`src/rtl/alu_arbiter.sv`:
```
// Two-requester arbiter in front of a shared combinational ALU.
// Each operation goes through IDLE -> EXEC -> DONE, and the result is held until the consumer accepts it.
module alu_arbiter #(
    parameter int DSIZE = 32
) (
    input  logic             clk,
    input  logic             rst,
    input  logic             req0,
    input  logic             req1,
    input  logic [3:0]       code0,
    input  logic [3:0]       code1,
    input  logic [DSIZE-1:0] a0,
    input  logic [DSIZE-1:0] b0,
    input  logic [DSIZE-1:0] imm0,
    input  logic [DSIZE-1:0] a1,
    input  logic [DSIZE-1:0] b1,
    input  logic [DSIZE-1:0] imm1,
    output logic             gnt0,
    output logic             gnt1,
    output logic [3:0]       alu_code,
    output logic [DSIZE-1:0] alu_a,
    output logic [DSIZE-1:0] alu_b,
    output logic [DSIZE-1:0] alu_imm,
    input  logic [DSIZE-1:0] alu_out,
    input  logic             alu_zero,
    output logic             rsp_valid,
    output logic             rsp_id,
    output logic [DSIZE-1:0] rsp_data,
    output logic             rsp_zero,
    input  logic             rsp_ready,
    output logic             busy
);

    localparam logic [1:0] S_IDLE = 2'd0;
    localparam logic [1:0] S_EXEC = 2'd1;
    localparam logic [1:0] S_DONE = 2'd2;

    logic [1:0]       state_q, state_d;
    logic             prio_q, prio_d;
    logic             sel_q, sel_d;
    logic [3:0]       alu_code_q, alu_code_d;
    logic [DSIZE-1:0] alu_a_q, alu_a_d;
    logic [DSIZE-1:0] alu_b_q, alu_b_d;
    logic [DSIZE-1:0] alu_imm_q, alu_imm_d;
    logic             rsp_id_q, rsp_id_d;
    logic [DSIZE-1:0] rsp_data_q, rsp_data_d;
    logic             rsp_zero_q, rsp_zero_d;

    logic winner;
    logic grant;

    // A lone request always wins; the priority pointer only breaks ties.
    assign winner = (req0 && req1) ? prio_q : req1;
    // The reset term keeps both grant strobes low while reset is asserted.
    assign grant  = (state_q == S_IDLE) && (req0 || req1) && rst;

    always_comb begin
        state_d    = state_q;
        prio_d     = prio_q;
        sel_d      = sel_q;
        alu_code_d = alu_code_q;
        alu_a_d    = alu_a_q;
        alu_b_d    = alu_b_q;
        alu_imm_d  = alu_imm_q;
        rsp_id_d   = rsp_id_q;
        rsp_data_d = rsp_data_q;
        rsp_zero_d = rsp_zero_q;
        case (state_q)
            S_IDLE: begin
                if (req0 || req1) begin
                    sel_d      = winner;
                    alu_code_d = winner ? code1 : code0;
                    alu_a_d    = winner ? a1    : a0;
                    alu_b_d    = winner ? b1    : b0;
                    alu_imm_d  = winner ? imm1  : imm0;
                    state_d    = S_EXEC;
                end
            end
            S_EXEC: begin
                rsp_data_d = alu_out;
                rsp_zero_d = alu_zero;
                rsp_id_d   = sel_q;
                state_d    = S_DONE;
            end
            S_DONE: begin
                if (rsp_ready) begin
                    prio_d  = ~sel_q;
                    state_d = S_IDLE;
                end
            end
            default: state_d = S_IDLE;
        endcase
    end

    always_ff @(posedge clk or negedge rst) begin
        if (!rst) begin
            state_q    <= S_IDLE;
            prio_q     <= 1'b0;
            sel_q      <= 1'b0;
            alu_code_q <= '0;
            alu_a_q    <= '0;
            alu_b_q    <= '0;
            alu_imm_q  <= '0;
            rsp_id_q   <= 1'b0;
            rsp_data_q <= '0;
            rsp_zero_q <= 1'b0;
        end else begin
            state_q    <= state_d;
            prio_q     <= prio_d;
            sel_q      <= sel_d;
            alu_code_q <= alu_code_d;
            alu_a_q    <= alu_a_d;
            alu_b_q    <= alu_b_d;
            alu_imm_q  <= alu_imm_d;
            rsp_id_q   <= rsp_id_d;
            rsp_data_q <= rsp_data_d;
            rsp_zero_q <= rsp_zero_d;
        end
    end

    assign gnt0      = grant && !winner;
    assign gnt1      = grant && winner;
    assign alu_code  = alu_code_q;
    assign alu_a     = alu_a_q;
    assign alu_b     = alu_b_q;
    assign alu_imm   = alu_imm_q;
    assign rsp_valid = (state_q == S_DONE);
    assign rsp_id    = rsp_id_q;
    assign rsp_data  = rsp_data_q;
    assign rsp_zero  = rsp_zero_q;
    assign busy      = (state_q != S_IDLE);

endmodule

```
`config.mk`:
```
export PLATFORM = sky130hd
export DESIGN_NAME = alu_arbiter
export DESIGN_NICKNAME = d
export VERILOG_FILES = /design/src/rtl/alu_arbiter.sv
export SDC_FILE = /design/constraint.sdc
export NUM_CORES = 1
export LEC_CHECK = 0
export ABC_CLOCK_PERIOD_IN_PS = 2200
export BUFFER_PORTS_ARGS = -buffer_cell sky130_fd_sc_hd__buf_4
export CORE_AREA = 2 2 147 149
export CTS_CLUSTER_SIZE = 20
export DETAILED_ROUTE_END_ITERATION = 6
export DIE_AREA = 0 0 149 151
export GPL_TIMING_DRIVEN = 0
export SLEW_MARGIN = 5
export SYNTH_ARGS = -nofsm -noshare
export SYNTH_HDL_FRONTEND = slang
export SYNTH_SLANG_ARGS = --single-unit
```
`constraint.sdc`:
```
create_clock -name clk -period 2.2 [get_ports clk]
set_input_delay 0.22 -clock clk [delete_from_list [all_inputs] [get_ports clk]]
set_output_delay 0.22 -clock clk [all_outputs]
set_load 0.005 [all_outputs]
```
# Word level (Yosys, flattened, before mapping)
# Cells that the tools add are included.
word_totals:
  reg_bits: 138
  in_bits: 238
  word_cells: 35
  out_inout_bits: 138
op_classes:
  bitwise_logic: 1
  n_eq_ne: 4
  n_reduce_logical: 12
  muxes: 8
op_table:
  columns: ["op", "n"]
  rows:
  - ["$mux W32", 3]
  - ["$pmux W2 S3", 1]
  - ["$reduce_and A2 Y1", 3]
  - ["$logic_and A1 B1 Y1", 5]
  - ["$mux W2", 2]
  - ["$mux W4", 1]
  - ["$ne A2 B1 Y1 const B", 2]
  - ["$eq A2 B1 Y1 const B", 1]
  - ["$eq A2 B2 Y1 const B", 1]
  - ["$logic_not A2 Y1", 1]
  - ["$reduce_bool A2 Y1", 1]
  - ["$logic_not A1 Y1", 1]
  - ["$logic_or A1 B1 Y1", 1]
  - ["$mux W1", 1]
  - ["$not A1 Y1", 1]

# Depth between registers and ports, before layout
# Gate-level depths: netlist of the first run.
depth:
  ltp_word: 4
  mapped_depth: 6
  mapped_depth_nobuf: 4

# Worst setup path after synthesis of the first run
# Ideal clock, no wire load.
synth_path:
  kind: "reg-to-output"
  from: "reg state_q[0]"
  to: "out gnt0"
  slack_ps: 947
  path_buffers: 1
  t_required_ps: 1980
  arrival_time_ps: 1033
  path_stages_with_launch: 6
  path_cell_list: "dfrtp_1 nor2_1 inv_2 nor2_2 buf_4 and3_1"
synth_between:
  elab_chain_cells: 4
synth_rtl:
  columns: ["item", "line", "rtl"]
  rows:
  - ["from (decl)", "38", "logic [1:0] state_q, state_d;"]
  - ["from (signal assigned)", "108", "state_q <= state_d;"]
  - ["$logic_not A2 Y1", "55", "assign grant = (state_q == S_IDLE) && (req0 || req1) && rst;"]
  - ["$logic_and A1 B1 Y1 (2 in series)", "55", null]
  - ["$logic_and A1 B1 Y1", "121", "assign gnt0 = grant && !winner;"]
  - ["to (decl)", "18", "output logic gnt0,"]
# No other way between the ends.

# Worst setup path after layout of the first run
# Ends and elaborated chain as after synthesis.

==> reports/metrics.cfg, run 1 <==
[layout]
area_delta_synth_final_pct = 58.2
final_layout_size_suffix_gt1_share_pct = 47.3
fin_nets = 1307
diodes = 0
stdcell_count = 1357

[floorplanning]
die_x_um = 149
fp.dieH_um = 151
start_util_pct = 31.2
ioPinCount = 376
dieArea_um2 = 22500
rows = 53
design.core.area_um2 = 20800

[logic_synthesis]
synth-seq-cells = 138
synth_nets = 911
synthArstFlopShare_pct = 100
synth.cell_area_um2 = 6490
synth_most_common_cell = dfrtp_1
ys_seq_area_share_pct = 53.2
ys_warn_count = 0
synth_flop_cell = dfrtp_1
syn_avg_cell_area_um2 = 9.65
yosysTopAreaCell = dfrtp_1
syn-instance-count = 673
synth_cell_type_count = 23
synth_edf_count = 0
synth.top_cells.by_count = dfrtp_1 (138), a21oi_1 (100), a31oi_1 (100), nand3_1 (100), o21ai_0 (74)
synth_top_area_share_pct = 53.2
yosys-top-cells-area = dfrtp_1 (53%), a31oi_1 (9.6%), a21oi_1 (7.7%), nand3_1 (7.7%), mux2_2 (5.9%)

[route]
ant_nets = 0
detail_route.iter0.violations = 352
num_vias = 7114
route.detailed.drc = 0
first_pass_iters = 5
wl_um = 26700
wl_per_cell_um = 19.7
avgViaCountPerCell = 5.24

[run]
maxCapViolCount = 0

[worst_setup_path]
reg2reg_depth = 5
path_max_fanout = 10
critical_path.most_common_cell = buf_4
arrival_ns = 1.81
slowest_delay_ns = 0.40
critPathKind = flip-flop to primary output
critPathLaunchType = flip-flop
cp_cell_sequence = nor2_1 -> inv_2 -> nor2_2 -> buf_4 -> and3_1 -> buf_4
critPathCaptureType = primary output
cp.required_ns = 1.98
crit_slowest_cell = dfrtp_1

[placement]
dp_cells = 1324
pre_cts_ws_ns = 0.348
port_buffers = 375
gp_congestion = 0.822
dpl.hpwl_um = 19600

[timing]
rsz0062_at_grt = no
min_period_over_period_pct = 92.1
finalClockSkew_ns = 0.0113
setup_slack_ns = 0.174
setup_viol_count_final = 0
max_freq_mhz = 494
min_period_ns = 2.03
hold_viol = 62
fin_hold_ws_ns = -0.218
slew_headroom_pct = 57.5
slew_viol_final = 0
tightest_slew_ns = 0.637

[cts]
cts_resized = 0
cts_tree = done
cts_max_path_buffers = 2
cts.sinks = 138
numCtsBuffers = 17
cts-root-buf = clkbuf_16
clk_pin_slew_ns = 0.07
cts-htree-levels = 4
clock_latency_ns = 0.42
post-cts-setup-buffer-count = 0

[status]
status = complete, but fails checks
violations = negative hold slack

[grt]
met2_usage_pct = 40.6
top_usage_layer = met2
grt_pass1_vias = 7019
grt_max_degree = 79
grt_overflow = 0
track_usage_pct = 23.3
antenna_found_initial = 0
gr-usage-met1_pct = 29.0
grt_pass1_wl_um = 40400
grt_use_met3_pct = 5.93

[min_path]
hp-class = primary input to async pin

[pwr]
power_density_nw_per_um2 = 1340
cellLeakagePower_nw = 4.67
vdd_ir_drop_max_mv = 0.488

[cells by family (layout without fill, tap and decap cells)]
family | Yosys count | in the layout | share of synthesized area (%)
AND/OR/NAND/NOR | 113 | 113 | 8.80
flip-flops | 138 | 138 | 53.2
buffers and inverters | 84 | 493 | 6.78
AO/OA/AOI/OAI | 304 | 304 | 25.4
multiplexers | 34 | 34 | 5.89
[final cells by class]
class / count / area, um^2
well taps: 275 / 344
clock buffers: 17 / 425
multi-input cells: 451 / 2600
repair buffers: 377 / 2860
clock inverters: 15 / 155
plain buffers: 80 / 425
fillers: 2051 / 10500
flip-flops and latches: 138 / 3450
inverters: 4 / 15.0
[per-layer routing]
layer	wire length, um	part of all wire, %
met5	0	0
met4	414	1.5
met2	13700	51
met3	2020	7.6
met1	10600	40
[worst max-delay path: cells and delay by family, from the launching register on]
kind / cells / cell delay, ns
and+or+nand+nor: 3 / 0.53
buffers and inverters: 3 / 0.46
DFF: 1 / 0.40
[metrics by stage]
stage,power (mW),TNS (ns),utilization [%],area (um^2)
after floorplan,7.48,0,-,6490
after global placement,10.9,-0.387,46.4,9650
after detailed placement,11.0,0,46.5,9690
final,13.8,0,49.4,10300
after CTS,13.9,0,49.3,10300
after global routing,14.7,0,49.4,10300
[sequential cells by signal (all words and copies together), names as in the netlist]
name,cells
rsp_data,32
alu_b,32
rsp_id,1
prio_q,1
sel_q,1
alu_code,4
state_q,2
alu_imm,32
rsp_zero,1
alu_a,32
[worst paths after layout]
kind                                         start                 endpoint  slack [ns]
max                         state_q[0]$_DFFE_PN0P_                     gnt0        0.17
min                                            rst    alu_b[13]$_DFFE_PN0P_       -0.22
max reg2reg                 state_q[0]$_DFFE_PN0P_    alu_b[30]$_DFFE_PN0P_        0.64
min in group clk                         rsp_ready   state_q[1]$_DFFE_PN0P_        0.02
min reg2reg                rsp_data[9]$_DFFE_PN0N_  rsp_data[9]$_DFFE_PN0N_        0.51
max in group asynchronous                      rst   state_q[1]$_DFFE_PN0P_        1.59
[cell usage in the layout (no fill, tap or decap), types with 2 or more instances in the layout]
cell	instances
buf_4	383
dfrtp_1	138
nand3_1	100
a21oi_1	100
a31oi_1	100
o21ai_0	74
buf_2	55
mux2_2	34
o21ai_1	30
clkbuf_16	17
clkbuf_1	11
inv_6	6
buf_6	4
clkinvlp_4	4
nand2b_1	3
inv_8	3
nor2_1	2
inv_2	2
nand2_1	2
inv_1	2
buf_1	2
[power breakdown]
group,switching (mW),internal [mW],leakage [nW]
registers,0.714,3.85,1.56
clock network,1.27,1.60,0.274
logic,3.06,3.26,2.83
No activity file was read; power rests on OpenSTA's default activity.
==> run 2, diff against run 1 <==
--- a/config.mk
+++ b/config.mk
@@ -5,12 +5,13 @@
 export SDC_FILE = /design/constraint.sdc
 export NUM_CORES = 1
 export LEC_CHECK = 0
+export ABC_AREA = 1
 export ABC_CLOCK_PERIOD_IN_PS = 2200
 export BUFFER_PORTS_ARGS = -buffer_cell sky130_fd_sc_hd__buf_4
-export CORE_AREA = 2 2 147 149
+export CORE_AREA = 2 2 148 150
 export CTS_CLUSTER_SIZE = 20
 export DETAILED_ROUTE_END_ITERATION = 6
-export DIE_AREA = 0 0 149 151
+export DIE_AREA = 0 0 150 152
 export GPL_TIMING_DRIVEN = 0
 export SLEW_MARGIN = 5
 export SYNTH_ARGS = -nofsm -noshare
==> reports/metrics.cfg, run 2 <==
[logic_synthesis]
synthArstFlopShare_pct = 100
synth_flop_cell = dfrtp_1
synth-seq-cells = 138
ys_warn_count = 0
synth_top_area_share_pct = 47.4
yosysTopAreaCell = dfrtp_1
yosys-top-cells-area = dfrtp_1 (47%), nand2_1 (19%), nand3_1 (16%), inv_1 (11%), buf_6 (2.8%)
ys_seq_area_share_pct = 47.4
synth_cell_type_count = 15
synth.cell_area_um2 = 7290
syn-instance-count = 1028
syn_avg_cell_area_um2 = 7.09
synth.top_cells.by_count = nand2_1 (373), nand3_1 (233), inv_1 (205)
synth_edf_count = 0
synth_nets = 1266
synth_most_common_cell = nand2_1

[timing]
setup_viol_count_final = 0
max_freq_mhz = 495
fin_hold_ws_ns = -0.221
min_period_ns = 2.02
rsz0062_at_grt = no
slew_viol_final = 0
fin_setup_tns_ns = 0
slew_headroom_pct = 52.3
hold_viol = 70
finalClockSkew_ns = 0.0103
setup_slack_ns = 0.182
tightest_slew_ns = 0.715
min_period_over_period_pct = 91.7

[layout]
diodes = 0
fillers = 2195
mostFrequentLayoutCells = buf_4 (376), nand2_1 (373), nand3_1 (233)
fin_nets = 1661
mostFrequentLayoutCell = buf_4
area_delta_synth_final_pct = 52.1
fin_area_um2 = 11100
final_layout_size_suffix_gt1_share_pct = 32.7
final_util_pct = 51.9

[cts]
numCtsBuffers = 17
cts_tree = done
cts_resized = 0
cts.sinks = 138
cts-htree-levels = 4
cts-root-buf = clkbuf_16
clock_latency_ns = 0.42
cts_max_path_buffers = 2
clk_pin_slew_ns = 0.07

[pwr]
cellLeakagePower_nw = 6.74
vdd_ir_drop_max_mv = 0.456
p_total_mw = 13.9
power_density_nw_per_um2 = 1250

[worst_setup_path]
setup.worst_path.start = state_q[0]$_DFFE_PN0P_
arrival_ns = 1.80
critical_path.endpoint = gnt0
cp.required_ns = 1.98
critPathCaptureType = primary output
reg2reg_slack_ns = 0.68
critPathKind = flip-flop to primary output
r2r-end = alu_b[15]$_DFFE_PN0P_
path_max_fanout = 10
reg2reg_from = prio_q$_DFFE_PN0P_
critPathLaunchType = flip-flop
reg2reg_depth = 8

[grt]
grt_overflow = 0
track_usage_pct = 21.9
antenna_found_initial = 1
grt_pass1_vias = 7313
grt_pass1_wl_um = 38900
grt_max_degree = 72

[route]
wl_per_cell_um = 14.5
detail_route.iter0.violations = 324
wl_um = 24900
route.detailed.drc = 0
ant_nets = 0
first_pass_iters = 5
num_vias = 7691
avgViaCountPerCell = 4.48

[floorplanning]
die_x_um = 150
start_util_pct = 34.2
dieArea_um2 = 22800
fp.dieH_um = 152
design.core.area_um2 = 21400
rows = 54
ioPinCount = 376

[placement]
place_area_um2 = 10500
pre_cts_ws_ns = 0.310
port_buffers = 375
dpl.hpwl_um = 18900
gp_congestion = 0.852

[run]
maxCapViolCount = 0

[status]
violations = negative hold slack
status = complete, but fails checks

[min_path]
hp-class = primary input to async pin

==> run 2: cell types whose count changed in the layout (fill, tap and decap cells not counted), sizes merged, moves of 3 or more <==
| cell | delta |
|---|---|
| nand2 | +372 |
| inv | +200 |
| nand3 | +133 |
| a21oi | -100 |
| a31oi | -100 |
| o21ai | -99 |
| mux2 | -34 |
| buf | -12 |
| nand2b | -3 |
==> run 2: final cells by class <==
type	instances	area [um^2]	area share (%)
flip-flops and latches	138	3450	31.1
repair buffers	376	2850	25.7
multi-input cells	618	2630	23.7
inverters	207	777	7.01
clock buffers	18	439	3.96
plain buffers	65	433	3.90
well taps	280	350	3.16
clock inverters	14	160	1.44
==> run 2: routing by layer <==
metal,GRT usage [%],wire [um],vias to the layer above
li1,-,-,3882
met1,27.6,10300,3472
met2,35.6,11900,288
met3,5.71,1880,49
met4,8.76,772,0
met5,0,0,-
==> run 2: cells by family (layout without fill, tap and decap cells) <==
family          Yosys count  after routing  synth area share, %
simple gates            613            613                 35.7
flops                   138            138                 47.4
compound gates            5              5                0.343
buf+inv                 272            680                 16.6
==> run 2: how the worst min path moves through the flow <==
stage                   start  cells after the start                      to  slack [ns]
global placement    rsp_ready                      2  state_q[1]$_DFFE_PN0P_        0.42
floorplan                 rst                      0    alu_a[0]$_DFFE_PN0P_       -0.08
detailed placement        rst                      1   alu_b[31]$_DFFE_PN0P_        0.28
finish                    rst                      1   alu_b[31]$_DFFE_PN0P_       -0.22
global route              rst                      1   alu_a[23]$_DFFE_PN0P_       -0.16
CTS                       rst                      1   alu_b[31]$_DFFE_PN0P_       -0.18
==> run 2: what timing repair did <==
item                       4_1_cts  5_1_grt
hold endpoints to repair        70       70
setup endpoints to repair        0        0
buffers inserted                 0        0
==> run 2: worst max-delay path, cell delays in order, from the launching register on <==
cell and delay (ns):
dfrtp_1 0.36, buf_4 0.17, nor2_1 0.16, o21ai_1 0.11, buf_4 0.23, nor3_1 0.20
buf_4 0.16
==> run 2: stage by stage <==
stage | cells | hold WS [ns]
2_1_floorplan | 1028 | -0.0756
3_3_place_gp | 1683 | 0.423
3_5_place_dp | 1684 | 0.283
4_1_cts | 1716 | -0.175
5_1_grt | 1716 | -0.159
6_report | 1716 | -0.221
==> run 2: power by group <==
group	switching, mW	internal (mW)	total [mW]
clock	1.19	1.73	2.91
combinational	3.32	3.12	6.44
sequential	0.706	3.83	4.54
total	5.22	8.68	13.9
